--- config.mk ---
export PLATFORM = sky130hd
export DESIGN_NAME = mem_arbiter_flat
export DESIGN_NICKNAME = d
export VERILOG_FILES = /design/src/rtl/mem_arbiter_if.sv /design/src/rtl/mem_arbiter.sv /design/src/flat_wrapper.sv
export SDC_FILE = /design/constraint.sdc
export NUM_CORES = 1
export LEC_CHECK = 0
export ABC_AREA = 1
export CAP_MARGIN = 20
export CORE_AREA = 2 2 533 535
export DETAILED_ROUTE_END_ITERATION = 8
export DIE_AREA = 0 0 535 537
export MAX_ROUTING_LAYER = met4
export PLACE_DENSITY = 0.31
export SYNTH_ARGS = -nofsm -noshare
export SYNTH_HDL_FRONTEND = slang
export SYNTH_SLANG_ARGS = --single-unit
--- constraint.sdc ---
create_clock -name clk -period 1.8 [get_ports clk]
set_input_delay 0.18 -clock clk [delete_from_list [all_inputs] [get_ports clk]]
set_output_delay 0.18 -clock clk [all_outputs]
set_load 0.02 [all_outputs]
--- src/rtl/mem_arbiter_if.sv ---
// mem_arbiter_if: bundles the I-side, D-side and memory-side signals of the
// cacheline memory arbiter.
//   master : the arbiter's view. It receives the requests and m_rdata/m_resp,
//            and drives the memory request, the responses and busy.
//   slave  : the environment's view (caches plus memory model), with every
//            direction reversed.
// I side : i_addr, i_read -> i_rdata, i_resp
// D side : d_addr, d_read, d_write, d_wdata -> d_rdata, d_resp
// Memory : m_addr, m_read, m_write, m_wdata -> m_rdata, m_resp
// Status : busy
interface mem_arbiter_if #(
  parameter int ADDR_W = 32,
  parameter int LINE_W = 256
);
  logic [ADDR_W-1:0] i_addr;
  logic              i_read;
  logic [LINE_W-1:0] i_rdata;
  logic              i_resp;

  logic [ADDR_W-1:0] d_addr;
  logic              d_read;
  logic              d_write;
  logic [LINE_W-1:0] d_wdata;
  logic [LINE_W-1:0] d_rdata;
  logic              d_resp;

  logic [ADDR_W-1:0] m_addr;
  logic              m_read;
  logic              m_write;
  logic [LINE_W-1:0] m_wdata;
  logic [LINE_W-1:0] m_rdata;
  logic              m_resp;

  logic              busy;

  modport master (
    input  i_addr, i_read, d_addr, d_read, d_write, d_wdata, m_rdata, m_resp,
    output i_rdata, i_resp, d_rdata, d_resp, m_addr, m_read, m_write, m_wdata, busy
  );

  modport slave (
    output i_addr, i_read, d_addr, d_read, d_write, d_wdata, m_rdata, m_resp,
    input  i_rdata, i_resp, d_rdata, d_resp, m_addr, m_read, m_write, m_wdata, busy
  );
endinterface

--- src/rtl/mem_arbiter.sv ---
// mem_arbiter: shares one cacheline-wide memory port between the instruction
// fetch requester (I) and the data requester (D). D has fixed priority, but
// after STARVE_MAX consecutive D grants with I waiting, the next grant goes
// to I. Only one transaction is outstanding at a time. The request fields
// are latched at grant, so the memory side never sees requester inputs
// directly.
// Ports:
//   clk  : clock
//   rst  : synchronous, active-high reset
//   bus  : mem_arbiter_if.master (I side, D side and memory signals, busy)
module mem_arbiter #(
  parameter int ADDR_W     = 32,
  parameter int LINE_W     = 256,
  parameter int STARVE_MAX = 4
) (
  input logic          clk,
  input logic          rst,
  mem_arbiter_if.master bus
);

  localparam int CNT_W = $clog2(STARVE_MAX + 1);
  localparam logic [CNT_W-1:0] STARVE_MAX_C = CNT_W'(STARVE_MAX);

  typedef enum logic [1:0] {
    IDLE    = 2'd0,
    SERVE_I = 2'd1,
    SERVE_D = 2'd2
  } state_t;

  typedef enum logic [1:0] {
    OP_NONE  = 2'd0,
    OP_READ  = 2'd1,
    OP_WRITE = 2'd2
  } op_t;

  state_t            state_r;
  state_t            state_n_s;
  op_t               op_r;
  logic [ADDR_W-1:0] addr_r;
  logic [LINE_W-1:0] wdata_r;
  logic [CNT_W-1:0]  starve_cnt_r;

  logic              d_req_s;
  logic              grant_d_s;
  logic              grant_i_s;

  // Arbitration decision; only meaningful in IDLE.
  always_comb begin
    d_req_s   = bus.d_read | bus.d_write;
    grant_d_s = 1'b0;
    grant_i_s = 1'b0;
    if (state_r == IDLE) begin
      // D wins unless I is waiting and D has already used up its quota.
      grant_d_s = d_req_s && (!bus.i_read || (starve_cnt_r < STARVE_MAX_C));
      grant_i_s = !grant_d_s && bus.i_read;
    end else begin
      grant_d_s = 1'b0;
      grant_i_s = 1'b0;
    end
  end

  // Next-state logic.
  always_comb begin
    state_n_s = state_r;
    case (state_r)
      IDLE: begin
        if (grant_d_s) begin
          state_n_s = SERVE_D;
        end else if (grant_i_s) begin
          state_n_s = SERVE_I;
        end else begin
          state_n_s = IDLE;
        end
      end
      SERVE_I, SERVE_D: begin
        if (bus.m_resp) begin
          state_n_s = IDLE;
        end else begin
          state_n_s = state_r;
        end
      end
      default: state_n_s = IDLE;
    endcase
  end

  // State register.
  always_ff @(posedge clk) begin
    if (rst) begin
      state_r <= IDLE;
    end else begin
      state_r <= state_n_s;
    end
  end

  // Latch the winner's request fields at grant. A simultaneous read and
  // write from D is a protocol error, and it is treated as a write.
  always_ff @(posedge clk) begin
    if (rst) begin
      op_r    <= OP_NONE;
      addr_r  <= {ADDR_W{1'b0}};
      wdata_r <= {LINE_W{1'b0}};
    end else if (grant_d_s) begin
      op_r    <= bus.d_write ? OP_WRITE : OP_READ;
      addr_r  <= bus.d_addr;
      wdata_r <= bus.d_wdata;
    end else if (grant_i_s) begin
      op_r    <= OP_READ;
      addr_r  <= bus.i_addr;
    end
  end

  // Anti-starvation counter: counts D grants issued while I is waiting.
  always_ff @(posedge clk) begin
    if (rst) begin
      starve_cnt_r <= {CNT_W{1'b0}};
    end else if (grant_i_s) begin
      starve_cnt_r <= {CNT_W{1'b0}};
    end else if (grant_d_s && bus.i_read) begin
      if (starve_cnt_r < STARVE_MAX_C) begin
        starve_cnt_r <= starve_cnt_r + CNT_W'(1);
      end
    end else if ((state_r == IDLE) && !bus.i_read) begin
      starve_cnt_r <= {CNT_W{1'b0}};
    end
  end

  // Memory requests come from state and latched fields only. They stay high
  // through the m_resp cycle and drop when the FSM reaches IDLE.
  assign bus.m_addr  = addr_r;
  assign bus.m_wdata = wdata_r;
  assign bus.m_read  = (state_r != IDLE) && (op_r == OP_READ);
  assign bus.m_write = (state_r != IDLE) && (op_r == OP_WRITE);
  assign bus.busy    = (state_r != IDLE);

  // Responses pass m_resp straight through to the current winner. A stray
  // m_resp in IDLE therefore reaches nobody.
  assign bus.i_resp  = (state_r == SERVE_I) && bus.m_resp;
  assign bus.d_resp  = (state_r == SERVE_D) && bus.m_resp;
  assign bus.i_rdata = bus.m_rdata;
  assign bus.d_rdata = bus.m_rdata;

endmodule

--- src/flat_wrapper.sv ---
// flat-port wrapper written by rule: the top's interface ports become plain ports
module mem_arbiter_flat 
#(
  parameter int ADDR_W     = 32,
  parameter int LINE_W     = 256,
  parameter int STARVE_MAX = 4
)
  (clk, rst, bus_i_addr, bus_i_read, bus_d_addr, bus_d_read, bus_d_write, bus_d_wdata, bus_m_rdata, bus_m_resp, bus_i_rdata, bus_i_resp, bus_d_rdata, bus_d_resp, bus_m_addr, bus_m_read, bus_m_write, bus_m_wdata, bus_busy);
  mem_arbiter_if #(.ADDR_W(ADDR_W), .LINE_W(LINE_W)) bus_i ();
  input logic clk;
  input logic rst;
  input wire logic [$bits(bus_i.i_addr)-1:0] bus_i_addr;
  input wire logic [$bits(bus_i.i_read)-1:0] bus_i_read;
  input wire logic [$bits(bus_i.d_addr)-1:0] bus_d_addr;
  input wire logic [$bits(bus_i.d_read)-1:0] bus_d_read;
  input wire logic [$bits(bus_i.d_write)-1:0] bus_d_write;
  input wire logic [$bits(bus_i.d_wdata)-1:0] bus_d_wdata;
  input wire logic [$bits(bus_i.m_rdata)-1:0] bus_m_rdata;
  input wire logic [$bits(bus_i.m_resp)-1:0] bus_m_resp;
  output wire logic [$bits(bus_i.i_rdata)-1:0] bus_i_rdata;
  output wire logic [$bits(bus_i.i_resp)-1:0] bus_i_resp;
  output wire logic [$bits(bus_i.d_rdata)-1:0] bus_d_rdata;
  output wire logic [$bits(bus_i.d_resp)-1:0] bus_d_resp;
  output wire logic [$bits(bus_i.m_addr)-1:0] bus_m_addr;
  output wire logic [$bits(bus_i.m_read)-1:0] bus_m_read;
  output wire logic [$bits(bus_i.m_write)-1:0] bus_m_write;
  output wire logic [$bits(bus_i.m_wdata)-1:0] bus_m_wdata;
  output wire logic [$bits(bus_i.busy)-1:0] bus_busy;
  assign bus_i.i_addr = bus_i_addr;
  assign bus_i.i_read = bus_i_read;
  assign bus_i.d_addr = bus_d_addr;
  assign bus_i.d_read = bus_d_read;
  assign bus_i.d_write = bus_d_write;
  assign bus_i.d_wdata = bus_d_wdata;
  assign bus_i.m_rdata = bus_m_rdata;
  assign bus_i.m_resp = bus_m_resp;
  assign bus_i_rdata = bus_i.i_rdata;
  assign bus_i_resp = bus_i.i_resp;
  assign bus_d_rdata = bus_i.d_rdata;
  assign bus_d_resp = bus_i.d_resp;
  assign bus_m_addr = bus_i.m_addr;
  assign bus_m_read = bus_i.m_read;
  assign bus_m_write = bus_i.m_write;
  assign bus_m_wdata = bus_i.m_wdata;
  assign bus_busy = bus_i.busy;
  mem_arbiter #(.ADDR_W(ADDR_W), .LINE_W(LINE_W), .STARVE_MAX(STARVE_MAX)) u_core (.clk(clk), .rst(rst), .bus(bus_i));
endmodule
### After elaboration in Yosys (flattened, before gate mapping)

Index checks and enable logic that the tools add are counted.

| word-level totals | value |
|---|---|
| bits in latches | 0 |
| logic and storage cells | 46 |
| memories | 0 |
| bits in read-only memories | 0 |
| input bits | 582 |
| output and inout bits | 805 |
| bits in writable memories | 0 |
| register bits | 295 |

| operators by class | value |
|---|---|
| bitwise logic cells | 1 |
| shifts and indexed selects | 0 |
| multiplexer cells | 14 |
| multipliers | 0 |
| div/mod/pow operators | 0 |
| reductions and logical operators | 18 |
| add/sub/neg operators | 1 |
| equal/unequal tests | 6 |
| $lt $le $gt $ge | 1 |

Operators by type and width:

| operator | count |
|---|---|
| 32-bit 2-to-1 mux | 2 |
| 2-bit 2-to-1 mux | 5 |
| 3-bit 2-to-1 mux | 3 |
| 1-bit logical AND | 8 |
| 2-bit nonzero test | 3 |
| 2-bit by 1-bit equality test with 1-bit output (second input constant) | 2 |
| 2-bit equality test (second input constant) | 2 |
| 2-bit != test (second input constant) | 2 |
| 2-bit one-hot mux with 2 select lines | 1 |
| 2-bit OR reduction | 2 |
| 3-bit by 1-bit adder with 3-bit output (second input constant) | 1 |
| 3-bit less-than comparator (second input constant) | 1 |
| 1-bit 2-to-1 mux | 3 |
| 1-bit zero test | 2 |
| 2-bit zero test | 1 |
| 2-bit AND reduction | 1 |
| 1-bit logical OR | 1 |
| 1-bit OR | 1 |

### Longest topological paths before layout

| logic depth | value |
|---|---|
| word-level depth | 9 |
| depth in mapped cells | 11 |
| mapped depth without buffers | 9 |

### Worst setup path after synthesis

No wires, ideal clock.

| timing path | value |
|---|---|
| path type | register to register |
| from | reg u_core.state_r[0] |
| to | reg u_core.wdata_r[165] (netlist: u_core.bus.m_wdata[165]) |
| required time | 1684 ps |
| data arrival time | 1348 ps |
| setup time | 116 ps |
| period minus slack after synthesis | 1464 ps |
| path slack | 336 ps |
| stages on the path, launching flop included | 10 |
| buffers on the path | 3 |
| cells stage by stage | dfxtp_1 -> inv_1 -> ha_1 -> buf_2 -> nand2_2 -> nor2_4 -> buf_4 -> buf_2 -> o21ai_0 -> nor2_1 |

| between the ends | value |
|---|---|
| cells in the longest elaborated chain, start to end | 2 |

Ends and longest elaborated chain:

| item | RTL line | RTL |
|---|---|---|
| from (decl) | mem_arbiter.sv:36 | `state_t state_r;` |
| from (signal assigned) | mem_arbiter.sv:91 | `state_r <= state_n_s;` |
| 2-bit zero test | mem_arbiter.sv:52 | `if (state_r == IDLE) begin` |
| 1-bit 2-to-1 mux | mem_arbiter.sv:52 |  |
| to (signal assigned) | mem_arbiter.sv:101 | `wdata_r <= {LINE_W{1'b0}};` |
| to (signal assigned) | mem_arbiter.sv:105 | `wdata_r <= bus.d_wdata;` |
| to (decl) | mem_arbiter.sv:40 | `logic [LINE_W-1:0] wdata_r;` |

Every way passes these cells.
A chain may end at the register's enable or synchronous reset.

### Worst setup path after layout

| timing path | value |
|---|---|
| from | reg u_core.state_r[0] |
| to | reg u_core.wdata_r[198] (netlist: u_core.bus.m_wdata[198]) |

Same word-level chain as after synthesis.

==> metrics.md <==
| Metric | Value |
|---|---|
| Status | complete, but fails checks |
| Violated checks | setup timing |
| Num CTS Buffers | 41 |
| Max clock buf depth | 3 |
| Met3 Use GR | 0.140 |
| Worst hold start | bus_d_wdata[150] |
| Endpoints failing setup | around 290 |
| Minimum clock period | 2.00 ns |
| Routed len/inst | 29.5 µm |
| Largest net degree at the start of global routing | 39 |
| Initial Util | 0.0525 |
| Synthesized area per cell | approximately 7.4 µm² |
| Critical path capture point type | flop |
| Final Power | 29.5 mW |
| Unrepaired setup endpoints after global routing | yes |
| Max Freq | 501 MHz |
| CTS Hold Bufs | 0 |
| Sequential area share after synthesis | 0.400 |
| GRT overflow | 0 |
| Total negative slack | -26.29 ns |
| Area fraction in compound gates after synthesis | 0.0909 |
| Leakage | 10.1 nW |
| Post-Syn Instances | 1995 |
| Chip Width | 535 µm |
| First-pass GRT wire length | 202 mm |
| Worst hold path class | input port to flop |
| Placed instance count | 5846 |
| Via/cell ratio | 2.34 |
| Layout overhead on the synthesized area | 74.8% |
| Critical path peak fanout | 6 |
| Clock transition at path regs | 0.06 ns |
| Setup CP Type | flop to flop |
| Die area | between 0.2 and 0.3 mm² |
| Crit start category | flop |
| Mux cell area share after synthesis | 0 |
| Vias | 14.0k |
| Final Skew | 0.0180 ns |
| Initial DRC count | 502 |
| Clock latency on the worst-skew pair | 0.61 ns |
| Sink Count | 295 |
| Final Cycle Share | 1.11 |
| Core box area | roughly 0.28 mm² |
| Yosys reg bits | 295 |
| Final hold viol count | 0 |
| DR pass1 iterations | 5 |
| Slew Viols, Final | 0 |
| Synthesized cell area | 0.0148 mm² |
| Simple-Gate Fraction of Synth Area | 0.199 |
| Worst endpoint required time | 2.29 ns |
| Initial antenna violation count | 18 |
| Detail Placement HPWL | about 150 mm |
| Pin slew with the least headroom to its limit | 0.537 ns |
| WL final | 176 mm |
| WP data arrival | 2.49 ns |
| # nets final | 2793 |
| VDD IR max | a little under 0.6 mV |
| Total track usage | 0.117 |
| MaxCap Viol Count | 0 |
| Met1 usage | 0.0837 |
| Htree depth | 2 |
| GR Util met2 | 0.186 |
| Worst Setup SP | u_core.state_r[0]$_SDFFE_PP0P_ |
| Worst slew margin | 0.644 |
| Post-synthesis adder-cell area fraction | 0.00339 |
| Post-route setup slack | -0.195 ns |
| Largest family of logic cells by synthesized area | buffers and inverters |
| Cell Pwr Density | 1140 mW/mm² |
| Clock Tree Root | clkbuf_16 |
| Row count | 195 |
| Placer Congestion | 0.792 |
| Share of cells above drive strength 1 | 0.282 |
| Gr busiest metal | met2 |
| TritonCTS clock tree | yes |
| IO Count | roughly 1.4k |
| Yosys warnings | 0 |
| ANT nets after route | 0 |
| Synth Net Count | 2581 |
| Final Instance Count excl. Fillers | 5987 |
| Reg-to-reg startpoint | u_core.state_r[0]$_SDFFE_PP0P_ |
| XOR/XNOR Fraction of Synth Area | 0.000593 |
| Synth unique cells | 20 |
| Residual DRC count | 0 |
| Port bufs | 618 |
| Die Y | 537 µm |
| Vias in the first global route | 14.1k |
==> layer usage <==
metal  part of all wire  up-vias  routed length, µm
met2               0.46     1322              81400
li1                   -     6187                  -
met1               0.26     6321              45600
met5                  0        -                  0
met4              0.020        0               3590
met3               0.26      190              45700
==> flip-flops by register name, indices dropped and copies added (netlist names) <==
register and flops:
u_core.state_r 2, u_core.op_r 2, u_core.starve_cnt_r 3, u_core.bus.m_addr 32, u_core.bus.m_wdata 256
==> per-stage QoR <==
| stage | area (µm²) | utilization | setup WS, ns | hold slack, ns |
|---|---|---|---|---|
| global placement | 22200 | 0.0788 | -0.209 | 0.360 |
| CTS | 23900 | 0.0848 | -0.273 | 0.0558 |
| global route | 25800 | 0.0918 | -0.308 | 0.0979 |
| detailed placement | 22200 | 0.0788 | -0.196 | 0.360 |
| floorplan | 14800 | - | 0.336 | 0.249 |
| finish | 25800 | 0.0918 | -0.195 | 0.146 |
==> cells by family after synthesis <==
group,after synthesis
flops,295
compound gates,267
fa+ha+maj,4
simple gates,764
xor+xnor,1
buf+inv,664
==> worst max-delay path: stages (launching register included) <==
cell and delay, ns:
dfxtp_2 0.33, inv_2 0.05, ha_4 0.16, buf_4 0.13, buf_6 0.11, buf_6 0.11
nand2_4 0.06, nor2_4 0.04, buf_12 0.16, clkbuf_16 0.21, buf_12 0.17, clkbuf_16 0.16
o21ai_2 0.10, nor2_1 0.05
==> cells in the final DEF, fill, tap and decap left out, types with 4 or more instances in the layout <==
cell type        Yosys  final
nor2_1             580    560
clkdlybuf4s50_1      0    330
dfxtp_1            295    293
o21ai_2              2    197
buf_4              520    179
dlygate4sd2_1        0    158
nand2_1            145    107
clkbuf_16            0     68
buf_12               0     44
inv_1               46     39
o21ai_0            214     35
nand3_1             33     33
nand2_2              2     26
o21ai_1             45     26
buf_6                2     20
nor2_2               0     18
clkbuf_8             0     14
nand2_4              0     13
clkbuf_1            36     11
buf_8                0     11
buf_16               0      7
diode_2              0      6
inv_2                1      6
a21oi_1              6      5
dlymetal6s2s_1       0      4
==> cell usage after synthesis <==
library cell | instances | area (µm²)
a21oi_1 | 6 | 30.0
buf_2 | 59 | 295
inv_2 | 1 | 3.75
buf_4 | 520 | 3900
o21ai_0 | 214 | 1070
nand2_1 | 145 | 544
xor2_1 | 1 | 8.76
clkbuf_1 | 36 | 135
dfxtp_1 | 295 | 5910
nand2_2 | 2 | 12.5
buf_6 | 2 | 22.5
ha_1 | 4 | 50.1
o21ai_1 | 45 | 225
o21ai_2 | 2 | 17.5
inv_1 | 46 | 173
nor3_1 | 1 | 5.00
nor2_1 | 580 | 2180
nor2_4 | 1 | 11.3
nand3_1 | 33 | 165
nand3_2 | 2 | 20.0
==> final timing paths <==
| kind | end | slack, ns | cells after the start |
|---|---|---|---|
| worst max-delay path | u_core.bus.m_wdata[198]$_SDFFE_PP0N_ | -0.20 | 13 |
| worst min register to register | u_core.starve_cnt_r[1]$_SDFFE_PP0P_ | 0.48 | 2 |
| worst max register to register | u_core.bus.m_wdata[198]$_SDFFE_PP0N_ | -0.20 | 13 |
| worst min-delay path | u_core.bus.m_wdata[150]$_SDFFE_PP0N_ | 0.15 | 3 |
==> power breakdown <==
| part | switching (mW) | total, mW | internal (mW) |
|---|---|---|---|
| registers | 0.882 | 8.59 | 7.70 |
| clock network | 3.53 | 8.59 | 5.06 |
| logic | 7.41 | 12.3 | 4.94 |
| total | 11.8 | 29.5 | 17.7 |
==> timing repair <==
action	CTS	global route
setup buffers	10	21
endpoints found under the setup margin	205	271
pin swaps	18	49
cloned	6	33
resized for setup	291	458
==> area by class of cell <==
class                      count  area, µm²
antenna                        6       15.0
inverter                      47        186
clock inverter                 8        104
clock buffer                  66       1260
fill                       32795     255000
multi-input combinational   1036       5410
timing repair buffer         786       8270
tap                         3743       4680
sequential                   295       5910
(Power assumes the default switching activity.)
==> RTL change (same flow settings) <==
`ADDR_W` is set to 32 in 3 places; all go to 64.
--- a/src/rtl/mem_arbiter_if.sv
+++ b/src/rtl/mem_arbiter_if.sv
@@ -9,7 +9,7 @@
 // Memory : m_addr, m_read, m_write, m_wdata -> m_rdata, m_resp
 // Status : busy
 interface mem_arbiter_if #(
-  parameter int ADDR_W = 32,
+  parameter int ADDR_W = 64,
   parameter int LINE_W = 256
 );
   logic [ADDR_W-1:0] i_addr;
--- a/src/rtl/mem_arbiter.sv
+++ b/src/rtl/mem_arbiter.sv
@@ -9,7 +9,7 @@
 //   rst  : synchronous, active-high reset
 //   bus  : mem_arbiter_if.master (I side, D side and memory signals, busy)
 module mem_arbiter #(
-  parameter int ADDR_W     = 32,
+  parameter int ADDR_W     = 64,
   parameter int LINE_W     = 256,
   parameter int STARVE_MAX = 4
 ) (
--- a/src/flat_wrapper.sv
+++ b/src/flat_wrapper.sv
@@ -1,7 +1,7 @@
 // flat-port wrapper written by rule: the top's interface ports become plain ports
 module mem_arbiter_flat 
 #(
-  parameter int ADDR_W     = 32,
+  parameter int ADDR_W     = 64,
   parameter int LINE_W     = 256,
   parameter int STARVE_MAX = 4
 )
Interface: changed (resized bus_d_addr, bus_i_addr and bus_m_addr); port bits go from 1387 to 1483. The function was not compared with the original's and may differ.
==> RTL change against the unedited design <==
Area after synthesis up 12%; largest cell class unchanged; cell count grew 8.2%; combinational power is 12% higher; maximum frequency up 3.6%; clock power is 23% higher; critical path type is now reg -> out; worst setup slack better by 0.070 ns; the flow still finishes with violations (setup timing); wire length is 5.0% higher; sequential cell count rose by 32; final area up 12%; clock skew rose by 0.033 ns; power rose by 15%; via count is 17% higher; die area unchanged; utilization up 1.1 points.
==> RTL change: results <==
{
  "fraction_of_final_layout_cells_with_drive_strength_greater_than_1_pct": 17.5,
  "leakagePower_uw": 0.0117,
  "first_global_vias": 16500,
  "worst-r2r-setup-slack_ns": -0.10,
  "postRouteWirelength_mm": 185,
  "synthXorXnorAreaFrac_pct": 0.0529,
  "synth_common_cells": "644 x sky130_fd_sc_hd__nor2_1, 522 x sky130_fd_sc_hd__buf_4, 327 x sky130_fd_sc_hd__dfxtp_1, 271 x sky130_fd_sc_hd__nand2_1, 259 x sky130_fd_sc_hd__o21ai_0",
  "tritoncts.num_buffers": 50,
  "syn-mean-instance-area_um2": 7.20,
  "fin_skew_ns": 0.0510,
  "failed_checks": "setup timing",
  "detailed_place_hpwl_mm": 153,
  "synthesis.nets": 2952,
  "gp_routability_congestion": 0.824,
  "hold-worst-slack_ns": 0.0941,
  "totalNegativeSetupSlack_ns": -4.40,
  "pre_cts_ws_ns": -0.242,
  "compound_gate_fraction_of_synth_area_pct": 8.20,
  "wl_met2_mm": 85.1,
  "grt_antenna_before_repair": 22,
  "synth_adder_area_share_pct": 0.302,
  "final.setup.worst_slack_ns": -0.126,
  "placed_cells_incl_taps": 6252,
  "setup-violations-final": 166,
  "outcome": "finished with violations",
  "worstSkewPairLatency_ns": 0.71,
  "worstPathMaxFanout": 5,
  "synth_area_leaders": "sky130_fd_sc_hd__dfxtp_1 40%, sky130_fd_sc_hd__buf_4 24%, sky130_fd_sc_hd__nor2_1 15%",
  "tightest_slew_ns": 0.604,
  "critical_path_arrival_ns": 1.75,
  "layout.nets": 3339,
  "routed_length_on_met1_mm": 49.7,
  "drtPass1Iterations": 4,
  "grt_first_pass_wirelength_mm": 210,
  "ys_seq_area_share_pct": 39.5,
  "met3_length_mm": 46.8,
  "vias_per_cell": 2.53,
  "maximum_number_of_pins_on_one_net_before_global_route_repair": 62,
  "slowest_stage": "sky130_fd_sc_hd__dfxtp_2",
  "highest_layer": "met4",
  "vdd.ir_drop.worst_v": 0.000731,
  "avgRoutedWirePerCell_um": 28.6,
  "numPortBuffers": 714
}
-- RTL change: cell types whose count changed in the layout (fill, tap and decap cells not counted), sizes merged, moves of 2 or more --
cell / change
clkbuf: +21
nor2: +64
clkinv: +9
clkdlybuf4s15: +38
nand3: +31
dfxtp: +32
dlygate4sd2: +15
inv: +30
clkdlybuf4s50: +59
nand2: +129
bufinv: +2
dlygate4sd3: +60
dlymetal6s2s: -4
buf: +3
-- RTL change: path summary, 6_finish.rpt --
check	endpoint	depth (start not counted)	start
worst max-delay path	bus_m_write	6	u_core.state_r[0]
worst min-delay path	u_core.bus.m_wdata[107]	3	bus_d_wdata[107]
worst max register to register	u_core.bus.m_addr[63]	13	u_core.state_r[0]
worst min register to register	u_core.starve_cnt_r[1]	2	u_core.starve_cnt_r[1]
-- RTL change: layout make-up --
| class | count | area [µm²] |
|---|---|---|
| Tap cell | 3743 | 4680 |
| Clock buffer | 74 | 1470 |
| Clock inverter | 18 | 256 |
| Multi-Input combinational cell | 1261 | 5450 |
| Antenna cell | 6 | 15.0 |
| Timing Repair Buffer | 970 | 10100 |
| Inverter | 79 | 317 |
| Fill cell | 32700 | 252000 |
| Sequential cell | 327 | 6550 |
-- RTL change: per-layer routing --
layer	up-vias	global-route usage [%]
met5	-	-
met4	0	2.46
met3	185	14.4
met2	1494	18.6
met1	7312	8.64
li1	7409	-
-- RTL change: cells by family (layout without fill, tap and decap cells) --
| kind of cell | count (synthesis) | after routing |
|---|---|---|
| other | 0 | 6 |
| buffers and inverters | 716 | 1141 |
| DFF | 327 | 327 |
| xor gates and xnor gates | 1 | 1 |
| and+or+nand+nor | 986 | 988 |
| adders and majority gates | 4 | 4 |
| AOI/OAI and AO/OA | 268 | 268 |
-- RTL change: timing repair --
action	4_1_cts	5_1_grt
hold buffers	60	0
setup buffers	1	28
endpoints found under the setup margin	236	198
gates cloned	0	41
pin swaps	4	22
hold endpoints to repair	60	0
resized for setup	349	141
-- RTL change: critical path, delay by kind of cell, from the launching register on --
| kind | cells | cell delay, ns |
|---|---|---|
| simple gates | 1 | 0.14 |
| flops | 1 | 0.33 |
| fa+ha+maj | 1 | 0.17 |
| buf+inv | 4 | 0.44 |
-- RTL change: power breakdown --
part / switching, µW / total (µW) / internal, µW
sequential: 798 / 9360 / 8560
combinational: 8230 / 13800 / 5590
clock: 4380 / 10600 / 6250
total: 13400 / 33800 / 20400
-- RTL change: stage by stage --
step	instance area, µm²	utilization (%)
after floorplan	16600	-
after global placement	25100	8.92
after detailed placement	25100	8.92
after CTS	27300	9.71
after global routing	28900	10.3
final	28900	10.3
